**config.mk**
```make
export PLATFORM = sky130hd
export DESIGN_NAME = prefetch
export DESIGN_NICKNAME = d
export VERILOG_FILES = /design/src/rtl/prefetch.sv
export SDC_FILE = /design/constraint.sdc
export NUM_CORES = 1
export LEC_CHECK = 0
export CORE_MARGIN = 2
export CORE_UTILIZATION = 30
export CTS_CLUSTER_DIAMETER = 200
export DETAILED_ROUTE_END_ITERATION = 10
export DONT_BUFFER_PORTS = 1
export PLACE_DENSITY = 0.53
export RECOVER_POWER = 25
export SLEW_MARGIN = 0
export SYNTH_ARGS = -nofsm -noshare
export SYNTH_HDL_FRONTEND = slang
export SYNTH_SLANG_ARGS = --single-unit
export TNS_END_PERCENT = 50
```
**constraint.sdc**
```tcl
create_clock -name clk -period 2.4 [get_ports clk]
set_input_delay 0.6 -clock clk [delete_from_list [all_inputs] [get_ports clk]]
set_output_delay 0.6 -clock clk [all_outputs]
set_load 0.05 [all_outputs]
```
**src/rtl/prefetch.sv**
```systemverilog
// Instruction prefetcher: reads 16-bit words at CS:IP and pushes them one byte per cycle into the instruction FIFO.
// Optional stall counter output perf_stall_cycles is built in when PREFETCH_PERF_EN is defined.
module prefetch #(
  parameter logic [15:0] RESET_CS = 16'hFFFF,
  parameter logic [15:0] RESET_IP = 16'h0000
) (
  input  logic        clk,
  input  logic        reset,
  input  logic        load_new_ip,
  input  logic [15:0] new_cs,
  input  logic [15:0] new_ip,
  input  logic        fifo_full,
  output logic        fifo_wr_en,
  output logic [7:0]  fifo_wr_data,
  output logic        fifo_reset,
  output logic        mem_access,
  input  logic        mem_ack,
  output logic [18:0] mem_address,
  input  logic [15:0] mem_data
`ifdef PREFETCH_PERF_EN
  ,
  output logic [15:0] perf_stall_cycles
`endif
);

  localparam logic [1:0] IDLE  = 2'd0;
  localparam logic [1:0] FETCH = 2'd1;
  localparam logic [1:0] DRAIN = 2'd2;
  localparam logic [1:0] ABORT = 2'd3;

  logic [1:0]  state;
  logic [15:0] cs;
  logic [15:0] ip;
  logic [7:0]  buf_lo;
  logic [7:0]  buf_hi;
  logic [1:0]  buf_cnt;
  logic [19:0] phys;
  logic        byte_pending;

  assign phys         = {cs, 4'b0000} + {4'b0000, ip};
  assign mem_address  = phys[19:1];
  // Both FETCH and ABORT keep the request up so the bus never sees it withdrawn before ack.
  assign mem_access   = (state == FETCH) || (state == ABORT);
  assign byte_pending = (state == DRAIN) && (buf_cnt != 2'd0);
  assign fifo_wr_en   = byte_pending && !fifo_full && !load_new_ip && !fifo_reset;
  assign fifo_wr_data = buf_lo;

  // NOTE: state registers use non-blocking assignments so every flop samples pre-edge values.
  always_ff @(posedge clk or posedge reset) begin
    if (reset) begin
      state      <= IDLE;
      cs         <= RESET_CS;
      ip         <= RESET_IP;
      buf_lo     <= 8'h00;
      buf_hi     <= 8'h00;
      buf_cnt    <= 2'd0;
      fifo_reset <= 1'b0;
    end else begin
      fifo_reset <= load_new_ip;
      if (load_new_ip) begin
        // A branch outranks capture and push; an unacked request must still be seen through.
        cs      <= new_cs;
        ip      <= new_ip;
        buf_cnt <= 2'd0;
        state   <= (mem_access && !mem_ack) ? ABORT : IDLE;
      end else begin
        case (state)
          IDLE: begin
            if (!fifo_full) state <= FETCH;
          end
          FETCH: begin
            if (mem_ack) begin
              if (ip[0]) begin
                buf_lo  <= mem_data[15:8];
                buf_cnt <= 2'd1;
                ip      <= ip + 16'd1;
              end else begin
                buf_lo  <= mem_data[7:0];
                buf_hi  <= mem_data[15:8];
                buf_cnt <= 2'd2;
                ip      <= ip + 16'd2;
              end
              state <= DRAIN;
            end
          end
          DRAIN: begin
            if (buf_cnt == 2'd0) begin
              state <= IDLE;
            end else if (fifo_wr_en) begin
              buf_lo  <= buf_hi;
              buf_cnt <= buf_cnt - 2'd1;
              if (buf_cnt == 2'd1) state <= IDLE;
            end
          end
          ABORT: begin
            if (mem_ack) state <= IDLE;
          end
          default: state <= IDLE;
        endcase
      end
    end
  end

`ifdef PREFETCH_PERF_EN
  always_ff @(posedge clk or posedge reset) begin
    if (reset) begin
      perf_stall_cycles <= 16'h0000;
    end else if (load_new_ip) begin
      perf_stall_cycles <= 16'h0000;
    end else if (byte_pending && fifo_full && (perf_stall_cycles != 16'hFFFF)) begin
      perf_stall_cycles <= perf_stall_cycles + 16'd1;
    end
  end
`endif

endmodule
```
==> results.ini <==
[pwr]
pwr-share-comb_pct=43.9
pwr-share-clk_pct=15.9
p_int_mw=2.012
vdd_drop_max_mv=0.4297
p_sw_mw=1.551
seqPwrFrac_pct=40.3
leakage_nw=1.773
p_sw_share_pct=43.53
power_mw=3.563
power_density_nw_per_um2=833.5

[placement]
io_buffer_count=0
placed_cells=501
hpwl_um=5828
pre_cts_slack_ns=-0.2844
gp_congestion=0.8337
place_area_um2=4053

[yosys]
synth_compound_area_share_pct=16.18
synth_top_area_cell=dfrtp_1
synth_top_family_by_area=compound AO/OA/AOI/OAI gates
yosysMostFrequentCell=nand2_1
ys_seq_area_share_pct=41.15
mappedNetlistArea_um2=3272
async_reset_ff_share_pct=100.0
synth-simple-area-share_pct=15.14
syn_nets=396
synth_warnings=0
syn_avg_cell_area_um2=10.01
ys_seq_elements=53
synthCells=327
synth_area_leaders=dfrtp_1, dfstp_2, mux2_2
synth_edf_count=0
synth_adder_area_share_pct=6.348
synthDistinctLibCells=58
synth_top_cell_area_share_pct=28.30
ys.flop_type=dfrtp_1
synth_common_cells=nand2_1, dfrtp_1, mux2_2
synth-xor-area-share_pct=6.157
synth.mux.area_fraction_pct=10.36

[floorplanning]
placementRows=38
die_x_um=108.4
die-area_um2=11760
core-area_um2=10750
die_y_um=108.4
io_pins=83
start_util_pct=30.45

[route]
drt_iter0_drc=61
num_vias=2489
viasPerCell=4.871
drcViolationCount=0
routedWlPerCell_um=15.12
dr.pass1.iters=4
routed_wl_um=7726
ant_nets=0

[timing]
finalHoldViolCount=0
setup_slack_ns=-0.5287
tns_ns=-5.066
fin_crit_ns=2.929
finalCritPeriodShare_pct=122.0
drv_slew=0
worst_pin_slew_ns=0.9060
rsz0062_at_grt=yes
timing.hold.ws_ns=0.3108
finalSetupViolCount=13
clock_skew_ns=0.01596
max_freq_mhz=341.5
maxSlewHeadroom_pct=39.54

[final_layout]
nFillCells=1071
nets=439
area_growth_pct=30.63
final_area_um2=4274
instances_no_fill=511
final_util_pct=39.78
drive_gt1_share_pct=38.54
antenna_cells=0

[clock_network]
cts_sinks=53
clk_pin_slew_worst_paths_ns=0.10
cts_hold_buf=0
cts_buffers=5
htree_levels=2
cts_max_path_buffers=2
tritoncts=yes
cts-root-buf=clkbuf_8
insertion_delay_ns=0.32

[outcome]
violations=negative setup slack
status=complete, but fails checks

[worst_setup_path]
cp.arrival_ns=2.33
worstPathRequired_ns=1.80
criticalPathCategory=flop to output port
cp-end-kind=output port
worst-path-max-fanout=7
startpoint_type=flop

[hold_path]
hold_path_class=input pin to flop

[grt]
grt_pass1_wl_um=12700
antenna_found_initial=0
grt.total_usage_pct=13.78
grt_max_degree=59
grt_pass1_vias=2593
grt_overflow=0

[job]
cap_violations=0

-- area by class of cell --
| class | count | area [um2] | area share (%) |
|---|---|---|---|
| clock inverter | 3 | 25.02 | 0.5855 |
| inverter | 9 | 33.78 | 0.7904 |
| multi-input combinational | 246 | 2096 | 49.03 |
| timing repair buffer | 55 | 529.3 | 12.38 |
| sequential | 53 | 1346 | 31.50 |
| tap | 140 | 175.2 | 4.098 |
| clock buffer | 5 | 68.82 | 1.610 |
-- metal layers --
| layer | up-vias | part of all wire [%] | GRT usage, % |
|---|---|---|---|
| li1 | 1245 | - | - |
| met5 | - | 0 | 0 |
| met4 | 0 | 1.0 | 3.663 |
| met3 | 7 | 6.4 | 4.400 |
| met1 | 1180 | 43 | 16.80 |
| met2 | 57 | 49 | 23.44 |
-- flip-flops by register name (all words and copies together) (netlist names) --
name	count
buf_cnt	2
buf_hi	8
cs	16
fifo_reset	1
fifo_wr_data	8
ip	16
state	2
-- critical path, stage by stage (launching register included) --
cell	delay, ns
dfrtp_1	0.42
ha_4	0.18
fa_2	0.37
a21oi_4	0.19
o21ai_2	0.09
a21oi_4	0.27
nor3_2	0.11
nor3_4	0.23
buf_12	0.16
-- cells in the final DEF, fill, tap and decap left out, types with 3 or more instances in the layout --
master / Yosys / routed
buf_12: 0 / 9
and3_1: 5 / 5
a21oi_1: 19 / 14
clkbuf_8: 0 / 5
mux2i_1: 8 / 8
ha_4: 0 / 5
dfstp_1: 0 / 5
o21ai_0: 11 / 10
a21oi_4: 0 / 3
ha_1: 15 / 10
a21o_1: 4 / 4
nand2_1: 40 / 40
mux2_2: 23 / 23
o21ai_1: 15 / 14
xnor2_1: 7 / 4
a211oi_1: 4 / 3
o21ai_2: 3 / 4
xor2_1: 16 / 13
xor2_4: 0 / 3
nor2_1: 19 / 19
a21oi_2: 3 / 5
inv_1: 9 / 9
nand4_1: 5 / 5
buf_4: 3 / 45
dfrtp_1: 37 / 37
dfstp_2: 16 / 11
nand3_1: 8 / 7
-- repair_timing --
item                                    in CTS  in global routing
gates resized for setup                     12                  6
pin swaps                                    9                 10
buffers inserted                             0                  2
endpoints found under the setup margin      14                 14
-- power groups by stage --
stage                     combinational (mW)  clock [mW]  sequential (mW)
after floorplan                         1.07           0             1.42
after detailed placement                1.51           0             1.46
final                                   1.56       0.565             1.43
after CTS                               1.55       0.595             1.44
after global routing                    1.68       0.632             1.47
after global placement                  1.49           0             1.45
-- worst paths after layout --
kind | start | endpoint | slack [ns] | cells after the start
setup / recovery | ip[4] | mem_address[15] | -0.53 | 8
hold / removal | load_new_ip | fifo_reset | 0.31 | 0
setup reg to reg | buf_cnt[0] | fifo_wr_data[5] | 0.60 | 7
hold reg to reg | buf_hi[3] | buf_hi[3] | 0.52 | 1
max in group asynchronous | reset | cs[0] | 1.28 | 2
min in group asynchronous | reset | ip[15] | 0.35 | 1
-- cells by family (layout without fill, tap and decap cells) --
| logic type | after synthesis | count (layout) |
|---|---|---|
| compound gates | 79 | 79 |
| flops | 53 | 53 |
| fa+ha+maj | 16 | 16 |
| buf+inv | 28 | 72 |
| xor+xnor | 23 | 23 |
| simple gates | 97 | 97 |
| mux | 31 | 31 |
No activity file was read; power rests on OpenSTA's default activity.
